[config.mk]
export PLATFORM = sky130hd
export DESIGN_NAME = hazard_stall_ctrl_flat
export DESIGN_NICKNAME = d
export VERILOG_FILES = /design/src/rtl/hazard_stall_ctrl_if.sv /design/src/rtl/hazard_stall_ctrl.sv /design/src/flat_wrapper.sv
export SDC_FILE = /design/constraint.sdc
export NUM_CORES = 1
export LEC_CHECK = 0
export CAP_MARGIN = 20
export CORE_MARGIN = 10
export CORE_UTILIZATION = 24
export DETAILED_ROUTE_END_ITERATION = 8
export HOLD_SLACK_MARGIN = 0.06
export RECOVER_POWER = 100
export SLEW_MARGIN = 20
export SYNTH_ARGS = -nofsm -noshare
export SYNTH_HDL_FRONTEND = slang
export SYNTH_SLANG_ARGS = --single-unit
[constraint.sdc]
create_clock -name clk -period 2.2 [get_ports clk]
set_input_delay 0.44 -clock clk [delete_from_list [all_inputs] [get_ports clk]]
set_output_delay 0.44 -clock clk [all_outputs]
set_load 0.03 [all_outputs]
[src/rtl/hazard_stall_ctrl_if.sv]
// rtl/hazard_stall_ctrl_if.sv - hazard/MDU interlock signal bundle between pipeline and stall controller
interface hazard_stall_ctrl_if #(
    parameter int CNT_W = 16
);
    logic [4:0]       id_rs;
    logic [4:0]       id_rt;
    logic [1:0]       id_rs_tuse;
    logic [1:0]       id_rt_tuse;
    logic [4:0]       ex_dst;
    logic [4:0]       mem_dst;
    logic [1:0]       ex_tnew;
    logic [1:0]       mem_tnew;
    logic             id_is_md;
    logic             ex_md_start;
    logic             ex_md_is_div;
    logic             md_cancel;
    logic             pc_en;
    logic             ifid_en;
    logic             idex_flush;
    logic             md_busy;
    logic             md_done;
    logic [CNT_W-1:0] stall_cycles;

    modport master (
        output id_rs, id_rt, id_rs_tuse, id_rt_tuse,
        output ex_dst, mem_dst, ex_tnew, mem_tnew,
        output id_is_md, ex_md_start, ex_md_is_div, md_cancel,
        input  pc_en, ifid_en, idex_flush, md_busy, md_done, stall_cycles
    );

    modport slave (
        input  id_rs, id_rt, id_rs_tuse, id_rt_tuse,
        input  ex_dst, mem_dst, ex_tnew, mem_tnew,
        input  id_is_md, ex_md_start, ex_md_is_div, md_cancel,
        output pc_en, ifid_en, idex_flush, md_busy, md_done, stall_cycles
    );
endinterface

[src/rtl/hazard_stall_ctrl.sv]
// rtl/hazard_stall_ctrl.sv - pipeline interlock: data-hazard stall, MDU busy sequencer, stall counter
module hazard_stall_ctrl #(
    parameter int MULT_CYCLES = 5,
    parameter int DIV_CYCLES  = 10,
    parameter int CNT_W       = 16
) (
    input  logic               clk,
    input  logic               rst_n,
    hazard_stall_ctrl_if.slave bus
);
    localparam int MAXC = (DIV_CYCLES > MULT_CYCLES) ? DIV_CYCLES : MULT_CYCLES;
    localparam int CW   = (MAXC > 2) ? $clog2(MAXC) : 1;
    localparam logic [CW-1:0] DIV_LOAD  = CW'(DIV_CYCLES - 1);
    localparam logic [CW-1:0] MULT_LOAD = CW'(MULT_CYCLES - 1);

    typedef enum logic [1:0] {S_IDLE, S_BUSY, S_DONE} md_state_t;

    md_state_t        state, state_nx;
    logic [CW-1:0]    cnt, cnt_nx;
    logic [CNT_W-1:0] stall_cnt;
    logic             data_stall, md_stall, stall;

    // A tuse of 3 means the operand is unused; tnew never exceeds 2 but the guard keeps intent explicit.
    function automatic logic hit(input logic [4:0] src, input logic [1:0] tuse,
                                 input logic [4:0] dst, input logic [1:0] tnew);
        return (tuse != 2'd3) && (dst != 5'd0) && (dst == src) && (tuse < tnew);
    endfunction

    always_comb begin
        data_stall = hit(bus.id_rs, bus.id_rs_tuse, bus.ex_dst,  bus.ex_tnew)
                   | hit(bus.id_rs, bus.id_rs_tuse, bus.mem_dst, bus.mem_tnew)
                   | hit(bus.id_rt, bus.id_rt_tuse, bus.ex_dst,  bus.ex_tnew)
                   | hit(bus.id_rt, bus.id_rt_tuse, bus.mem_dst, bus.mem_tnew);
        md_stall   = bus.id_is_md && (bus.ex_md_start || (state == S_BUSY)) && !bus.md_cancel;
        stall      = data_stall | md_stall;
    end

    assign bus.pc_en        = !stall;
    assign bus.ifid_en      = !stall;
    assign bus.idex_flush   = stall;
    assign bus.md_busy      = (state == S_BUSY);
    assign bus.md_done      = (state == S_DONE);
    assign bus.stall_cycles = stall_cnt;

    always_ff @(posedge clk or negedge rst_n) begin
        if (!rst_n) begin
            state <= S_IDLE;
            cnt   <= '0;
        end else begin
            state <= state_nx;
            cnt   <= cnt_nx;
        end
    end

    // Starts arriving while BUSY are ignored; the pipeline stalls MD instructions until DONE.
    always_comb begin
        state_nx = state;
        cnt_nx   = cnt;
        if (bus.md_cancel) begin
            state_nx = S_IDLE;
            cnt_nx   = '0;
        end else begin
            case (state)
                S_IDLE, S_DONE: begin
                    if (bus.ex_md_start) begin
                        state_nx = S_BUSY;
                        cnt_nx   = bus.ex_md_is_div ? DIV_LOAD : MULT_LOAD;
                    end else begin
                        state_nx = S_IDLE;
                    end
                end
                S_BUSY: begin
                    if (cnt == '0) state_nx = S_DONE;
                    else           cnt_nx   = cnt - 1'b1;
                end
                default: state_nx = S_IDLE;
            endcase
        end
    end

    always_ff @(posedge clk or negedge rst_n) begin
        if (!rst_n)                         stall_cnt <= '0;
        else if (stall && stall_cnt != '1)  stall_cnt <= stall_cnt + 1'b1;
    end
endmodule
[src/flat_wrapper.sv]
// flat-port wrapper written by rule: the top's interface ports become plain ports
module hazard_stall_ctrl_flat 
#(
    parameter int MULT_CYCLES = 5,
    parameter int DIV_CYCLES  = 10,
    parameter int CNT_W       = 16
)
  (clk, rst_n, bus_id_rs, bus_id_rt, bus_id_rs_tuse, bus_id_rt_tuse, bus_ex_dst, bus_mem_dst, bus_ex_tnew, bus_mem_tnew, bus_id_is_md, bus_ex_md_start, bus_ex_md_is_div, bus_md_cancel, bus_pc_en, bus_ifid_en, bus_idex_flush, bus_md_busy, bus_md_done, bus_stall_cycles);
  hazard_stall_ctrl_if #(.CNT_W(CNT_W)) bus_i ();
  input  logic clk;
  input  logic rst_n;
  input wire logic [$bits(bus_i.id_rs)-1:0] bus_id_rs;
  input wire logic [$bits(bus_i.id_rt)-1:0] bus_id_rt;
  input wire logic [$bits(bus_i.id_rs_tuse)-1:0] bus_id_rs_tuse;
  input wire logic [$bits(bus_i.id_rt_tuse)-1:0] bus_id_rt_tuse;
  input wire logic [$bits(bus_i.ex_dst)-1:0] bus_ex_dst;
  input wire logic [$bits(bus_i.mem_dst)-1:0] bus_mem_dst;
  input wire logic [$bits(bus_i.ex_tnew)-1:0] bus_ex_tnew;
  input wire logic [$bits(bus_i.mem_tnew)-1:0] bus_mem_tnew;
  input wire logic [$bits(bus_i.id_is_md)-1:0] bus_id_is_md;
  input wire logic [$bits(bus_i.ex_md_start)-1:0] bus_ex_md_start;
  input wire logic [$bits(bus_i.ex_md_is_div)-1:0] bus_ex_md_is_div;
  input wire logic [$bits(bus_i.md_cancel)-1:0] bus_md_cancel;
  output wire logic [$bits(bus_i.pc_en)-1:0] bus_pc_en;
  output wire logic [$bits(bus_i.ifid_en)-1:0] bus_ifid_en;
  output wire logic [$bits(bus_i.idex_flush)-1:0] bus_idex_flush;
  output wire logic [$bits(bus_i.md_busy)-1:0] bus_md_busy;
  output wire logic [$bits(bus_i.md_done)-1:0] bus_md_done;
  output wire logic [$bits(bus_i.stall_cycles)-1:0] bus_stall_cycles;
  assign bus_i.id_rs = bus_id_rs;
  assign bus_i.id_rt = bus_id_rt;
  assign bus_i.id_rs_tuse = bus_id_rs_tuse;
  assign bus_i.id_rt_tuse = bus_id_rt_tuse;
  assign bus_i.ex_dst = bus_ex_dst;
  assign bus_i.mem_dst = bus_mem_dst;
  assign bus_i.ex_tnew = bus_ex_tnew;
  assign bus_i.mem_tnew = bus_mem_tnew;
  assign bus_i.id_is_md = bus_id_is_md;
  assign bus_i.ex_md_start = bus_ex_md_start;
  assign bus_i.ex_md_is_div = bus_ex_md_is_div;
  assign bus_i.md_cancel = bus_md_cancel;
  assign bus_pc_en = bus_i.pc_en;
  assign bus_ifid_en = bus_i.ifid_en;
  assign bus_idex_flush = bus_i.idex_flush;
  assign bus_md_busy = bus_i.md_busy;
  assign bus_md_done = bus_i.md_done;
  assign bus_stall_cycles = bus_i.stall_cycles;
  hazard_stall_ctrl #(.MULT_CYCLES(MULT_CYCLES), .DIV_CYCLES(DIV_CYCLES), .CNT_W(CNT_W)) u_core (.clk(clk), .rst_n(rst_n), .bus(bus_i));
endmodule
==> flow_summary_export.csv, run 1 <==
group,metric,value,unit
clock_tree,cts_tree,"done",
setup_path,critPathKind,"primary input to primary output",
floorplan,dieArea,10300,µm²
timing,drv_slew,0,
pwr,leakage,1.12,nW
setup_path,worstPathArrival,1.89,ns
synth,syn_avg_cell_area,9.24,µm²
timing,tightest_slew,1.17,ns
finish,multiInputGateArea,1060,µm²
floorplan,start_util,0.249,
status,violations,"negative setup slack",
synth,postSynthCellCount,173,
clock_tree,cts_sinks,22,
synth,yosys.area.top_type,"dfrtp_1",
timing,setup_ws,-0.135,ns
drt,num_vias,1464,
synth,synth_seq_cells,22,
synth,netlist.area_leader.share,0.345,
floorplan,die_h,102,µm
finish,final_cell_mix,"dfrtp_1, buf_4, dlygate4sd3_1, xnor2_1, xor2_1",
timing,slew_headroom,0.220,
timing,layout_min_cycle_time,2.33,ns
grt,grt_usage,0.0856,
floorplan,row_count,29,
synth,synth-seq-area-share,0.345,
finish,num-nets-final,296,
pwr,power_density,529,nW/µm²
synth,ys_warn_count,0,
synth,syn-cell-area,1600,µm²
timing,setup_viol,6,
finish,final_common_cell,"dfrtp_1",
setup_path,critPathRequiredTime,1.76,ns
finish,finalInstanceArea,2510,µm²
clock_tree,root_buffer,"clkbuf_8",
finish,nFillCells,668,
place,placed_cells,325,
synth,synth_cell_type_count,38,
clock_tree,numCtsBuffers,3,
setup_path,start_kind,"primary input",
grt,antenna_found_initial,0,
finish,seq_area,551,µm²
timing,hold_violations,0,
clock_tree,insertion_delay,0.25,ns
place,numPortBuffers,54,
floorplan,io_pins,55,
grt,grt_pass1_vias,1637,
finish,drive_gt1_frac,0.269,
place,gp_congestion,0.813,
timing,skew,0.00330,ns
drt,viasPerCell,4.44,
clock_tree,ctsLongestPathBuffers,2,
drt,drtIter0Drc,24,
timing,period_share,1.06,
finish,final_cell_count_no_fill,330,
grt,grt_max_degree,23,
synth,synth_fp_nets,214,
place,place_hpwl,3.70,mm
grt,grt_pass1_wl,7.38,mm
drt,routedWlPerCell,13.3,µm
synth,synth.area.top_cells,"dfrtp_1, xnor2_1, xor2_1",
min_path,hold_path_class,"register to register",
clock_tree,clk_pin_slew,0.07,ns
clock_tree,hold_buffers,0,
pwr,ir_drop,0.175,mV
setup_path,critPathMaxFanout,3,
job,drv_cap,0,
floorplan,die_x,102,µm
drt,drt_wl_total,4.40,mm
clock_tree,cts_max_level,1,
drt,first_pass_iters,4,
grt,overflow,0,
timing,rsz0062_at_grt,"yes",
drt,remaining_drc_errors,0,
place,placed_area,2440,µm²
setup_path,cp-end-kind,"primary output",
finish,antenna_cells,0,
finish,area_delta_synth_final,57.2,%
status,outcome,"complete, but fails checks",
timing,fmax,428,MHz
timing,setup_tns,-0.492,ns
finish,post-route-util,0.391,
drt,ant_nets,0,
floorplan,core,6420,µm²
==> critical path: stages <==
cell and delay, ns:
dlygate4sd2_1 0.25, nand2b_4 0.14, a211oi_2 0.17, nand4_1 0.11
o31ai_1 0.23, a311o_1 0.20, buf_12 0.12, clkinvlp_4 0.09
buf_6 0.14
==> power breakdown <==
part           internal, mW  switching, mW  leakage (nW)  total [mW]
Sequential            0.462         0.0610         0.295       0.524
Combinational         0.265          0.301         0.799       0.566
Clock                 0.122          0.118        0.0216       0.239
==> layer usage <==
| layer | GRT usage | share of wire |
|---|---|---|
| met1 | 0.0979 | 0.43 |
| met2 | 0.148 | 0.49 |
| met3 | 0.0279 | 0.074 |
| met4 | 0.0264 | 0.0089 |
| met5 | 0 | 0 |
==> stage by stage <==
| stage | hold slack [ns] | power [mW] | setup slack [ns] |
|---|---|---|---|
| after detailed placement | 0.486 | 1.13 | -0.654 |
| after floorplan | 0.144 | 0.845 | -0.222 |
| after global placement | 0.484 | 1.12 | -0.634 |
| final | 0.499 | 1.33 | -0.135 |
| after CTS | 0.499 | 1.37 | -0.175 |
| after global routing | 0.513 | 1.44 | -0.233 |
==> final timing paths <==
kind                                       startpoint                     endpoint  slack [ns]  depth (start not counted)
max                                 bus_id_rt_tuse[0]                  bus_ifid_en       -0.13                          9
min                        u_core.bus.stall_cycles[4]   u_core.bus.stall_cycles[4]        0.50                          1
max reg2reg                           u_core.state[0]  u_core.bus.stall_cycles[10]        0.09                         10
min reg2reg                u_core.bus.stall_cycles[4]   u_core.bus.stall_cycles[4]        0.50                          1
max in group asynchronous                       rst_n   u_core.bus.stall_cycles[4]        0.56                          2
min in group asynchronous                       rst_n              u_core.state[0]        0.94                          2
==> logic make-up after synthesis <==
kind of cell               after synthesis  share of synthesized area
DFF                                     22                      0.345
adders and majority gates                7                     0.0548
muxes                                    4                     0.0282
buffers and inverters                   13                     0.0485
xor gates and xnor gates                30                      0.164
AOI/OAI and AO/OA                       23                      0.107
and+or+nand+nor                         74                      0.253
==> cell usage after synthesis <==
cell type and count:
nand4_1 4, nand2_2 1, buf_2 1, inv_1 9, a211oi_1 1, nor4_1 3, mux2_1 3, buf_6 1
buf_4 1, ha_1 7, o31ai_1 2, o211ai_1 1, xnor2_1 15, nor2_1 14, a311o_1 1, a21oi_2 2
mux2_2 1, xor2_1 15, or4_1 1, dfrtp_1 22, or3_1 1, nand3_1 12, a41oi_2 2, nand3_2 4
o221ai_1 1, nand2b_2 1, nand2b_1 3, a21boi_0 2, a21oi_1 4, and3_1 5, nor3_1 5, nor2b_1 5
o21ai_0 6, buf_12 1, nand2_1 11, o22ai_1 1, and4_1 1, nand3b_1 3
==> timing repair <==
item,CTS,global route
endpoints found under the setup margin,19,7
buffers inserted,2,0
pin swaps,16,13
gates resized for setup,75,26
==> final cells by class <==
| type | instances | area share |
|---|---|---|
| repair buffers | 81 | 0.285 |
| flip-flops and latches | 22 | 0.219 |
| inverters | 9 | 0.0209 |
| clock buffers | 3 | 0.0164 |
| well taps | 77 | 0.0384 |
| multi-input cells | 138 | 0.421 |
==> state kept, by name, indices dropped and copies added, names as in the netlist <==
signal	flops
u_core.bus.stall_cycles	16
u_core.cnt	4
u_core.state	2
Note: power is estimated with default switching activity, not from simulation.
==> run 2: changes to the inputs <==
--- a/config.mk
+++ b/config.mk
@@ -10,6 +10,7 @@
 export CORE_UTILIZATION = 24
 export DETAILED_ROUTE_END_ITERATION = 8
 export HOLD_SLACK_MARGIN = 0.06
+export MAX_ROUTING_LAYER = met4
 export RECOVER_POWER = 100
 export SLEW_MARGIN = 20
 export SYNTH_ARGS = -nofsm -noshare
==> run 2 against run 1 <==
Compared with the run above:
- the run still ends with negative setup slack left
- critical path depth is the same
- clock-buffer cell count is the same
- worst setup slack is essentially flat
- core utilization unchanged
- worst hold slack is the same
- register-to-register slack about the same
- clock skew is essentially flat
- global-route usage rose by 0.26 points
- routed wire length is essentially flat
- non-clock buffer count stayed put
- largest cell class unchanged
==> flow_summary_export.csv, run 2 (synthesis gave the netlist of run 1 again) <==
group,metric,value,unit
pwr,power,1.33,mW
pwr,p_seq_frac,0.394,
finish,drive_gt1_frac,0.269,
finish,finalInstanceArea,2510,µm²
setup_path,critPathMaxFanout,3,
pwr,power_density,529,nW/µm²
grt,grt_pass1_vias,1636,
floorplan,io_pins,55,
pwr,leakage,1.12,nW
timing,hold_violations,0,
floorplan,core,6420,µm²
drt,viasPerCell,4.43,
finish,post-route-util,0.391,
clock_tree,insertion_delay,0.25,ns
timing,skew,0.00330,ns
drt,drtIter0Drc,23,
setup_path,rr_worst_depth,10,
setup_path,critPathRequiredTime,1.76,ns
clock_tree,cts_max_level,1,
drt,num_vias,1463,
finish,final_common_cell,"dfrtp_1",
setup_path,cp-endpoint,"bus_ifid_en",
place,gp_congestion,0.825,
timing,layout_min_cycle_time,2.33,ns
setup_path,critical_path.startpoint,"bus_id_rt_tuse[0]",
timing,fmax,428,MHz
pwr,p_sw,0.480,mW
drt,drt_wl_total,4.40,mm
pwr,ir_drop,0.175,mV
place,placed_area,2440,µm²
place,place_hpwl,3.70,mm
status,outcome,"complete, but fails checks",
drt,remaining_drc_errors,0,
timing,tightest_slew,1.17,ns
clock_tree,clk_pin_slew,0.07,ns
setup_path,r2r_start,"u_core.state[0]",
setup_path,critPathKind,"primary input to primary output",
grt,grt_usage,0.0881,
setup_path,start_kind,"primary input",
drt,routedWlPerCell,13.3,µm
finish,seq_area,551,µm²
timing,drv_slew,0,
pwr,pwr-share-clk,0.180,
finish,nFillCells,668,
floorplan,row_count,29,
timing,slew_headroom,0.220,
pwr,internal-power,0.849,mW
grt,grt_pass1_wl,7.38,mm
setup_path,timing.reg2reg.setup_slack,0.09,ns
timing,rsz0062_at_grt,"yes",
floorplan,die_h,102,µm
clock_tree,cts_tree,"done",
drt,first_pass_iters,2,
clock_tree,numCtsBuffers,3,
timing,setup_viol,6,
setup_path,worst_r2r_endpoint,"u_core.bus.stall_cycles[10]",
clock_tree,root_buffer,"clkbuf_8",
timing,setup_ws,-0.135,ns
finish,multiInputGateArea,1060,µm²
status,violations,"negative setup slack",
clock_tree,cts_sinks,22,
finish,num-nets-final,296,
finish,area_delta_synth_final,57.2,%
finish,final_cell_count_no_fill,330,
finish,largest_reg_flops,16,
pwr,power_switching_share,0.361,
timing,period_share,1.06,
floorplan,dieArea,10300,µm²
grt,antenna_found_initial,0,
min_path,hold_path_class,"register to register",
finish,final_cell_mix,"dfrtp_1, buf_4, dlygate4sd3_1, xnor2_1, xor2_1",
floorplan,start_util,0.249,
grt,grt_max_degree,23,
drt,ant_nets,0,
pwr,p_comb_frac,0.426,
finish,antenna_cells,0,
job,drv_cap,0,
grt,overflow,0,
setup_path,worstPathArrival,1.89,ns
clock_tree,ctsLongestPathBuffers,2,
setup_path,cp-end-kind,"primary output",
floorplan,die_x,102,µm
place,placed_cells,325,
place,numPortBuffers,54,
[run 2: cell counts in the layout (fill, tap and decap cells not counted)]
Identical to the previous run, type by type.
[run 2: per-stage QoR]
stage / setup slack [ns] / hold slack (ns) / setup TNS, ns
finish: -0.135 / 0.499 / -0.492
global route: -0.233 / 0.513 / -1.28
global placement: -0.634 / 0.484 / -9.01
detailed placement: -0.654 / 0.486 / -9.36
floorplan: -0.222 / 0.144 / -0.293
CTS: -0.175 / 0.499 / -0.652
[run 2: final cells by class]
cell class                 count  area share
sequential                    22       0.219
inverter                       9      0.0209
multi-input combinational    138       0.421
timing repair buffer          81       0.285
clock buffer                   3      0.0164
tap                           77      0.0384
[run 2: worst max-delay path, stage by stage]
cell and delay [ns]:
dlygate4sd2_1 0.25, nand2b_4 0.14, a211oi_2 0.17, nand4_1 0.11
o31ai_1 0.23, a311o_1 0.20, buf_12 0.12, clkinvlp_4 0.09
buf_6 0.14
[run 2: worst min-delay path by stage]
| stage | cells after the start | to | slack (ns) | startpoint |
|---|---|---|---|---|
| 3_5_place_dp | 1 | u_core.bus.stall_cycles[9] | 0.49 | u_core.bus.stall_cycles[9] |
| 5_1_grt | 1 | u_core.bus.stall_cycles[9] | 0.51 | u_core.bus.stall_cycles[9] |
| 6_report | 1 | u_core.bus.stall_cycles[4] | 0.50 | u_core.bus.stall_cycles[4] |
| 4_1_cts | 1 | u_core.bus.stall_cycles[9] | 0.50 | u_core.bus.stall_cycles[9] |
| 3_3_place_gp | 1 | u_core.bus.stall_cycles[9] | 0.48 | u_core.bus.stall_cycles[9] |
| 2_1_floorplan | 0 | u_core.bus.stall_cycles[0] | 0.14 | rst_n |
[run 2: what timing repair did]
item,CTS,global route
setup buffers,2,0
endpoints found under the setup margin,19,7
gates resized for setup,75,26
hold buffers,0,0
pin swaps,16,13
[run 2: metal layers]
layer  up-vias  global-route usage  share of wire
met5         -                   -              0
met4         0              0.0264         0.0089
met3         2              0.0231          0.064
met2        35               0.148           0.48
met1       662               0.101           0.44
li1        764                   -              -
[run 2: power by group through the flow]
stage               Clock [mW]  Combinational [mW]  Sequential, mW
finish                   0.239               0.566           0.524
CTS                      0.252               0.595           0.527
global route             0.271               0.627           0.538
floorplan                    0               0.228           0.617
global placement             0               0.585           0.533
detailed placement           0               0.592           0.535
==> run 3: changes to the inputs <==
==> constraint.sdc (replaced) <==
create_clock -name clk -period 2.75 [get_ports clk]
set_input_delay 0.55 -clock clk [delete_from_list [all_inputs] [get_ports clk]]
set_output_delay 0.55 -clock clk [all_outputs]
set_load 0.03 [all_outputs]
==> run 3 against run 2 <==
Compared with the run above:
- the run now ends clean
- worst setup slack improved by 0.19 ns
- total power decreased by 18%
- sequential share of layout area increased by 0.76 points
- sequential power decreased by 20%
- first-iteration DRC count increased by 70%
- flip-flop and latch count unchanged
==> flow_summary_export.csv, run 3 (synthesis gave the netlist of run 1 again) <==
group,metric,value,unit
status,outcome,"completed",
finish,antenna_cells,0,
setup_path,crit_slowest_cell,"clkdlybuf4s50_1",
floorplan,io_pins,55,
clock_tree,cts_max_level,1,
floorplan,dieArea,10300,µm²
drt,remaining_drc_errors,0,
pwr,power_switching_share,0.356,
finish,area_delta_synth_final,51.9,%
floorplan,die_h,102,µm
grt,grt_max_degree,23,
finish,drive_gt1_frac,0.182,
timing,fmax,371,MHz
setup_path,crit_buf_inv,4,
timing,layout_min_cycle_time,2.70,ns
setup_path,cp_common_cell,"buf_6",
place,numPortBuffers,54,
setup_path,path_cells,"clkdlybuf4s50_1 > buf_4 > xor2_1 > nor4_1 > a311o_1 > buf_6 > buf_6",
floorplan,die_x,102,µm
clock_tree,hold_buffers,0,
pwr,leakage,1.08,nW
clock_tree,cts_sinks,22,
grt,grt_pass1_vias,1705,
place,gp_congestion,0.881,
timing,period_share,0.981,
pwr,p_comb_frac,0.403,
drt,viasPerCell,4.60,
finish,largest_reg_flops,16,
drt,ant_nets,0,
clock_tree,insertion_delay,0.26,ns
place,pre_cts_ws,-0.661,ns
min_path,hold_path_class,"register to register",
timing,setup_viol,0,
timing,drv_slew,0,
drt,drtIter0Drc,39,
drt,first_pass_iters,4,
timing,tightest_slew,1.21,ns
setup_path,worstPathArrival,2.15,ns
pwr,pwr-share-clk,0.211,
pwr,power,1.09,mW
setup_path,critPathRequiredTime,2.20,ns
finish,nFillCells,644,
grt,overflow,0,
setup_path,cp-end-kind,"primary output",
finish,num-nets-final,289,
timing,whs,0.493,ns
setup_path,crit_path_max_incr_delay,0.45,ns
floorplan,core,6420,µm²
finish,final_cell_count_no_fill,324,
drt,num_vias,1490,
finish,finalInstanceArea,2430,µm²
finish,post-route-util,0.378,
clock_tree,numCtsBuffers,3,
finish,final_common_cell,"dfrtp_1",
finish,final_cell_mix,"dfrtp_1, dlygate4sd3_1, buf_4",
setup_path,critPathKind,"primary input to primary output",
drt,routedWlPerCell,13.5,µm
setup_path,crit_family,"buffers and inverters",
job,drv_cap,0,
pwr,internal-power,0.701,mW
min_path,hp-start,"u_core.bus.stall_cycles[9]",
pwr,power_density,448,nW/µm²
setup_path,critical_path.startpoint,"bus_id_rs[2]",
timing,rsz0062_at_grt,"no",
pwr,ir_drop,0.170,mV
clock_tree,ctsLongestPathBuffers,2,
floorplan,start_util,0.249,
timing,slew_headroom,0.192,
place,place_hpwl,3.65,mm
grt,antenna_found_initial,0,
setup_path,start_kind,"primary input",
timing,hold_violations,0,
clock_tree,clk_pin_slew,0.08,ns
place,placed_area,2320,µm²
setup_path,critPathMaxFanout,2,
clock_tree,cts_tree,"done",
clock_tree,root_buffer,"clkbuf_8",
drt,drt_wl_total,4.38,mm
floorplan,row_count,29,
timing,setup_ws,0.0521,ns
pwr,p_sw,0.387,mW
pwr,p_seq_frac,0.385,
place,placed_cells,318,
timing,skew,0.00281,ns
grt,grt_pass1_wl,7.68,mm
timing,setup_tns,0,ns
setup_path,r2r_start,"u_core.state[0]",
grt,grt_usage,0.0913,
run 3: cell types whose count changed in the layout (fill, tap and decap cells not counted), sizes merged:
cell	change
buf	-13
clkdlybuf4s50	+7
inv	+1
dlygate4sd3	+1
clkbuf	-6
clkinvlp	-1
dlygate4sd2	+5
run 3: what timing repair did:
item                       4_1_cts  5_1_grt
gates resized for setup         43       10
setup endpoints to repair        3        3
buffers inserted                 2        0
pin swaps                       16       11
run 3: final cells by class:
class                   count  area [µm²]  area share
multi-input cells         138        1010       0.418
repair buffers             74         678       0.279
flip-flops and latches     22         551       0.227
well taps                  77        96.3      0.0397
clock buffers               4        55.1      0.0227
inverters                   9        33.8      0.0139
run 3: final timing paths:
check                                                   to  slack (ns)  cells after the start
worst max-delay path                        bus_idex_flush        0.05                      7
worst max register to register  u_core.bus.stall_cycles[1]        0.59                     10
max in group asynchronous       u_core.bus.stall_cycles[3]        0.97                      2
min in group asynchronous                  u_core.state[0]        1.06                      2
worst min-delay path            u_core.bus.stall_cycles[9]        0.49                      1
worst min register to register  u_core.bus.stall_cycles[9]        0.49                      1
run 3: worst reg2reg max path: stages (launching register included):
cell and delay (ns):
dfrtp_1 0.40, nand2b_2 0.08, inv_1 0.05, o21ai_0 0.14, buf_4 0.14, o31ai_1 0.06
a311o_1 0.40, buf_6 0.15, buf_4 0.19, nand2_1 0.11, mux2_1 0.32
run 3: power by group through the flow:
stage          combinational (mW)  clock (mW)  sequential (mW)
2_1_floorplan               0.175           0            0.493
3_3_place_gp                0.447           0            0.426
3_5_place_dp                0.453           0            0.428
4_1_cts                     0.457       0.239            0.421
5_1_grt                     0.487       0.251            0.431
6_report                    0.439       0.230            0.419
run 3: metal layers:
metal | vias up | wire length, µm | global-route usage
li1 | 750 | - | -
met4 | 0 | 39 | 0.0231
met1 | 699 | 1990 | 0.110
met5 | - | 0 | -
met3 | 2 | 252 | 0.0191
met2 | 39 | 2090 | 0.151
